==> src/rtl/pc_fetch_ctrl.sv <==
// Program-counter sequencer and instruction-fetch port for the IF stage.
// Issues fetch requests, applies branch/jump redirects and holds one
// fetched instruction toward IF/ID while honouring downstream stall.
module pc_fetch_ctrl #(
   parameter int                ADDR_W   = 32,
   parameter int                INST_W   = 32,
   parameter logic [ADDR_W-1:0] RESET_PC = '0,
   parameter int                WAIT_MAX = 15
) (
   input  logic              clk,
   input  logic              rst,
   input  logic              stall_in,
   input  logic              br_valid,
   input  logic [ADDR_W-1:0] br_target,
   input  logic              mem_ack,
   input  logic [INST_W-1:0] mem_rdata,
   output logic              mem_ce,
   output logic [ADDR_W-1:0] mem_addr,
   output logic [ADDR_W-1:0] pc,
   output logic              if_valid,
   output logic [ADDR_W-1:0] if_pc,
   output logic [INST_W-1:0] if_inst,
   output logic              stallreq,
   output logic              fetch_err
);

   typedef enum logic [1:0] {
      ST_IDLE  = 2'd0,
      ST_FETCH = 2'd1,
      ST_ERR   = 2'd2
   } state_t;

   // Wait counter is 8 bits wide so any limit in 1..255 fits.
   localparam logic [7:0] WAIT_LIMIT = 8'(WAIT_MAX);

   state_t            state_q;
   logic [7:0]        wait_cnt_q;
   logic              fetch_err_q;

   logic [ADDR_W-1:0] pc_q,       pc_d;
   logic              if_valid_q, if_valid_d;
   logic [ADDR_W-1:0] if_pc_q,    if_pc_d;
   logic [INST_W-1:0] if_inst_q,  if_inst_d;

   logic              ack_take;
   logic              fetch_miss;

   // A request is only raised while fetching, when the buffer has room
   // (empty or draining this cycle) and no redirect is overriding it.
   assign mem_ce     = (state_q == ST_FETCH) & (~if_valid_q | ~stall_in) & ~br_valid;
   assign ack_take   = mem_ce & mem_ack;
   assign fetch_miss = mem_ce & ~mem_ack;

   assign mem_addr  = pc_q;
   assign pc        = pc_q;
   assign if_valid  = if_valid_q;
   assign if_pc     = if_pc_q;
   assign if_inst   = if_inst_q;
   assign stallreq  = fetch_miss;
   assign fetch_err = fetch_err_q;

   // Next pc and IF/ID buffer: redirect first, then drain, then refill on ack.
   always_comb begin
      pc_d       = pc_q;
      if_valid_d = if_valid_q;
      if_pc_d    = if_pc_q;
      if_inst_d  = if_inst_q;
      if (br_valid) begin
         pc_d       = {br_target[ADDR_W-1:2], 2'b00};
         if_valid_d = 1'b0;
      end else begin
         if (if_valid_q && !stall_in) begin
            if_valid_d = 1'b0;
         end
         if (ack_take) begin
            if_valid_d = 1'b1;
            if_pc_d    = pc_q;
            if_inst_d  = mem_rdata;
            pc_d       = pc_q + ADDR_W'(4);
         end
      end
   end

   // Datapath registers: pc and the single-entry instruction buffer.
   always_ff @(posedge clk or posedge rst) begin
      if (rst) begin
         pc_q       <= RESET_PC;
         if_valid_q <= 1'b0;
         if_pc_q    <= '0;
         if_inst_q  <= '0;
      end else begin
         pc_q       <= pc_d;
         if_valid_q <= if_valid_d;
         if_pc_q    <= if_pc_d;
         if_inst_q  <= if_inst_d;
      end
   end

   // Control FSM with the unacked-request watchdog and sticky error flag.
   always_ff @(posedge clk or posedge rst) begin
      if (rst) begin
         state_q     <= ST_IDLE;
         wait_cnt_q  <= '0;
         fetch_err_q <= 1'b0;
      end else begin
         case (state_q)
            ST_IDLE: begin
               state_q <= ST_FETCH;
            end
            ST_FETCH: begin
               if (fetch_miss && (wait_cnt_q == WAIT_LIMIT)) begin
                  state_q     <= ST_ERR;
                  fetch_err_q <= 1'b1;
               end
            end
            ST_ERR: begin
               state_q <= ST_ERR;
            end
            default: begin
               state_q <= ST_IDLE;
            end
         endcase

         // Count consecutive unacked request cycles; any gap or ack restarts it.
         if (br_valid || !fetch_miss) begin
            wait_cnt_q <= '0;
         end else if (wait_cnt_q != 8'hFF) begin
            wait_cnt_q <= wait_cnt_q + 8'd1;
         end
      end
   end

endmodule

==> config.mk <==
export PLATFORM = sky130hd
export DESIGN_NAME = pc_fetch_ctrl
export DESIGN_NICKNAME = d
export VERILOG_FILES = /design/src/rtl/pc_fetch_ctrl.sv
export SDC_FILE = /design/constraint.sdc
export NUM_CORES = 1
export LEC_CHECK = 0
export CAP_MARGIN = 30
export CORE_ASPECT_RATIO = 1.25
export CORE_MARGIN = 10
export CORE_UTILIZATION = 39
export CTS_CLUSTER_DIAMETER = 50
export DETAILED_ROUTE_END_ITERATION = 7
export HOLD_SLACK_MARGIN = 0.1
export PLACE_DENSITY = 0.74
export RECOVER_POWER = 50
export SLEW_MARGIN = 10
export SYNTH_ARGS = -nofsm -noshare
export SYNTH_HDL_FRONTEND = slang
export SYNTH_SLANG_ARGS = --single-unit
==> constraint.sdc <==
create_clock -name clk -period 3.3 [get_ports clk]
set_input_delay 0.66 -clock clk [delete_from_list [all_inputs] [get_ports clk]]
set_output_delay 0.66 -clock clk [all_outputs]
set_load 0.05 [all_outputs]
==> summary.md <==
| Metric | Value |
|---|---|
| GRT overflow | `0` |
| Sequential Power Share | `35.4%` |
| Clock transition at path regs | `0.07 ns` |
| RD Place Congestion | `a little under 0.8` |
| DRT Pass-1 Iters | `5` |
| Die area | `between 15,000 and 20,000 um^2` |
| Sequential share of the synthesized area | `52.3%` |
| Max Slew Vio Count | `0` |
| Largest net degree at the start of global routing | `105` |
| Routed Antenna Nets | `0` |
| Comb pwr share | `44.0%` |
| Hold crit path type | `reg2reg` |
| Met2 Usage GRT | `29.3%` |
| Leakage | `3.31 nW` |
| Final Hold Fails | `0` |
| Row count | `46` |
| Design area | `about 7000 um^2` |
| Worst Setup End Kind | `primary output` |
| Max Freq | `0.334 GHz` |
| Synthesis Warnings | `0` |
| CP arrival | `2.34 ns` |
| Mapped Area | `~5000 um^2` |
| Total clock buffers created by CTS | `9` |
| Final setup vio count | `0` |
| Vias in the first global route | `between 4,000 and 5,000` |
| Global Route Usage Sum | `17.0%` |
| Total power draw | `4.93 mW` |
| Final non-filler cell total | `894` |
| Drt drc | `0` |
| Area Growth Syn to Fin | `43.4%` |
| Port buffer count | `~190` |
| Power Density | `691 nW/um^2` |
| DP Wirelength | `11.3 mm` |
| Die Height | `between 100 and 150 um` |
| Vias per inst | `5.06` |
| Initial antenna violation count | `0` |
| Worst Path Max Fanout | `9` |
| Syn Area/Cell | `around 8.8 um^2` |
| EDFF count, synth | `0` |
| Switching share of power | `45.2%` |
| Commonest non-fill, non-tap cell in the layout | `nand2_1` |
| H-tree depth | `3` |
| CTS tree | `done` |
| CP Launch Type | `input pin` |
| Ys async rst share | `between 90% and 100%` |
| Share of layout cells above drive strength 1 | `under 10%` |
| Initial DRC count | `258` |
| Critical path class | `in2out` |
| Gr busiest metal | `met2` |
| Netlist cell types | `51` |
| Routed WL | `15.1 mm` |
| Diode count | `0` |
| Core outline area | `12,600 um^2` |
| Worst path required time | `2.64 ns` |
| Slew Limit Headroom | `under 10%` |
| Commonest non-fill, non-tap cells in the layout | `222 x nand2_1, 141 x clkdlybuf4s50_1, 104 x dfrtp_1` |
| Tmin final | `3.00 ns` |
| Pint | `2.70 mW` |
| Worst-skew pair later-pin latency | `0.34 ns` |
| Post-cts hold buffer count | `0` |
| Clock group share of total power | `around a fifth` |
| Die X | `around 120 um` |
| Ys flop type | `dfrtp_1` |
| Worst Hold Slack | `0.467 ns` |
| GRT met3 Usage | `5.21%` |
| Status | `completed` |
| FF+latch count, synth | `104` |
| Setup TNS | `0 ns` |
| Worst-Margin Slew | `1.43 ns` |
| Skew final | `between 0.006 and 0.007 ns` |
| Peak VDD IR | `410 uV` |
| Net switching power | `2.23 mW` |
| CTS Root Buffer Type | `clkbuf_16` |
| Initial core utilization | `39.5%` |
| Met1 Usage GRT | `19.3%` |
| Nets | `794` |
| Boundary Pins | `201` |
| Vias | `4,526` |
| CTS Buffer Depth | `2` |
| Period Utilization, post-route | `approximately 91%` |
| Global-route wire length before repair | `24.5 mm` |
| Post-cts gate resize count | `0` |
| Drt wl/cell | `16.9 um` |
| Max-cap viol count | `0` |
| DP Cell Count | `878` |
| CTS sink cnt | `104` |
| RSZ-0062 raised after global routing | `no` |
| Postcts setup bufs | `0` |
| Post-Syn Instances | `~570` |
| DP Area | `slightly below 7000 um^2` |
worst paths after layout:
kind	slack [ns]	cells after the start	to	startpoint
max in group asynchronous	1.09	3	if_pc[7]	rst
worst max register to register	0.94	5	mem_addr[25]	state_q[1]
worst min register to register	0.47	2	if_pc[30]	if_pc[30]
min in group asynchronous	1.34	3	if_inst[24]	rst
worst min-delay path	0.47	2	if_pc[30]	if_pc[30]
worst max-delay path	0.30	6	stallreq	br_valid
synth_stat cells, types with 2 or more instances:
| cell type | instances | area [um^2] |
|---|---|---|
| nand2_1 | 222 | 833 |
| dfrtp_1 | 104 | 2600 |
| buf_4 | 36 | 270 |
| o21ai_0 | 23 | 115 |
| clkbuf_1 | 22 | 82.6 |
| nand3_1 | 18 | 90.1 |
| nor2_1 | 17 | 63.8 |
| nand4_1 | 11 | 68.8 |
| o311ai_0 | 10 | 87.6 |
| a21oi_1 | 7 | 35.0 |
| nor2b_1 | 7 | 43.8 |
| xor2_1 | 7 | 61.3 |
| inv_1 | 6 | 22.5 |
| nor3_1 | 5 | 25.0 |
| o211ai_1 | 5 | 37.5 |
| a22oi_1 | 4 | 30.0 |
| and3_1 | 4 | 25.0 |
| buf_2 | 4 | 20.0 |
| ha_1 | 4 | 50.1 |
| nand2b_1 | 4 | 25.0 |
| or3_1 | 4 | 25.0 |
| and4_1 | 3 | 26.3 |
| nand4_2 | 3 | 37.5 |
| a221o_1 | 2 | 20.0 |
| a31oi_1 | 2 | 12.5 |
| a32oi_1 | 2 | 17.5 |
| mux2_2 | 2 | 22.5 |
| mux2i_1 | 2 | 20.0 |
| or4_1 | 2 | 15.0 |
| xnor2_1 | 2 | 17.5 |
area by class of cell:
class / instances / area (um^2)
fill: 1119 / 5470
timing repair buffer: 203 / 2020
multi-input combinational: 397 / 1990
tap: 168 / 210
clock buffer: 9 / 225
clock inverter: 7 / 55.1
inverter: 6 / 26.3
sequential: 104 / 2600
sequential cells by signal, indices dropped and copies added (netlist names):
| signal | cells |
|---|---|
| wait_cnt_q | 8 |
| if_pc | 30 |
| state_q | 2 |
| if_inst | 32 |
| mem_addr | 30 |
| if_valid | 1 |
| fetch_err | 1 |
layer usage:
metal  vias up  routed length [um]
met5         -                   0
met4         0                 278
met2       170                7750
met3        22                1200
li1       2156                   -
met1      2178                5920
per-stage QoR:
step | setup slack (ns) | utilization [%]
after floorplan | 0.319 | -
after global placement | 0.502 | 54.6
after detailed placement | 0.420 | 54.6
after CTS | 0.409 | 56.8
after global routing | 0.202 | 56.6
final | 0.302 | 56.6
power groups by stage:
stage | combinational [mW] | sequential (mW) | clock [mW]
final | 2.17 | 1.75 | 1.01
after global placement | 2.23 | 1.76 | 0
after global routing | 2.28 | 1.79 | 1.10
after floorplan | 0.578 | 2.65 | 0
after CTS | 2.26 | 1.76 | 1.04
after detailed placement | 2.25 | 1.78 | 0
critical path, stage by stage:
cell and delay [ns]:
dlygate4sd3_1 0.59, nand2b_1 0.16, a21oi_1 0.28, nand2b_1 0.29
inv_1 0.20, buf_12 0.15
logic make-up (layout without fill, tap and decap cells):
group | Yosys count | count (layout) | share of synthesized area, %
other | 1 | 6 | 0.0753
buffers and inverters | 69 | 225 | 8.04
adder cells (fa/ha/maj) | 4 | 4 | 1.01
multiplexers | 4 | 4 | 0.854
AO/OA/AOI/OAI | 64 | 64 | 8.67
flip-flops | 104 | 104 | 52.3
AND/OR/NAND/NOR | 310 | 310 | 27.5
XOR/XNOR | 9 | 9 | 1.58
Note: power is estimated with default switching activity, not from simulation.
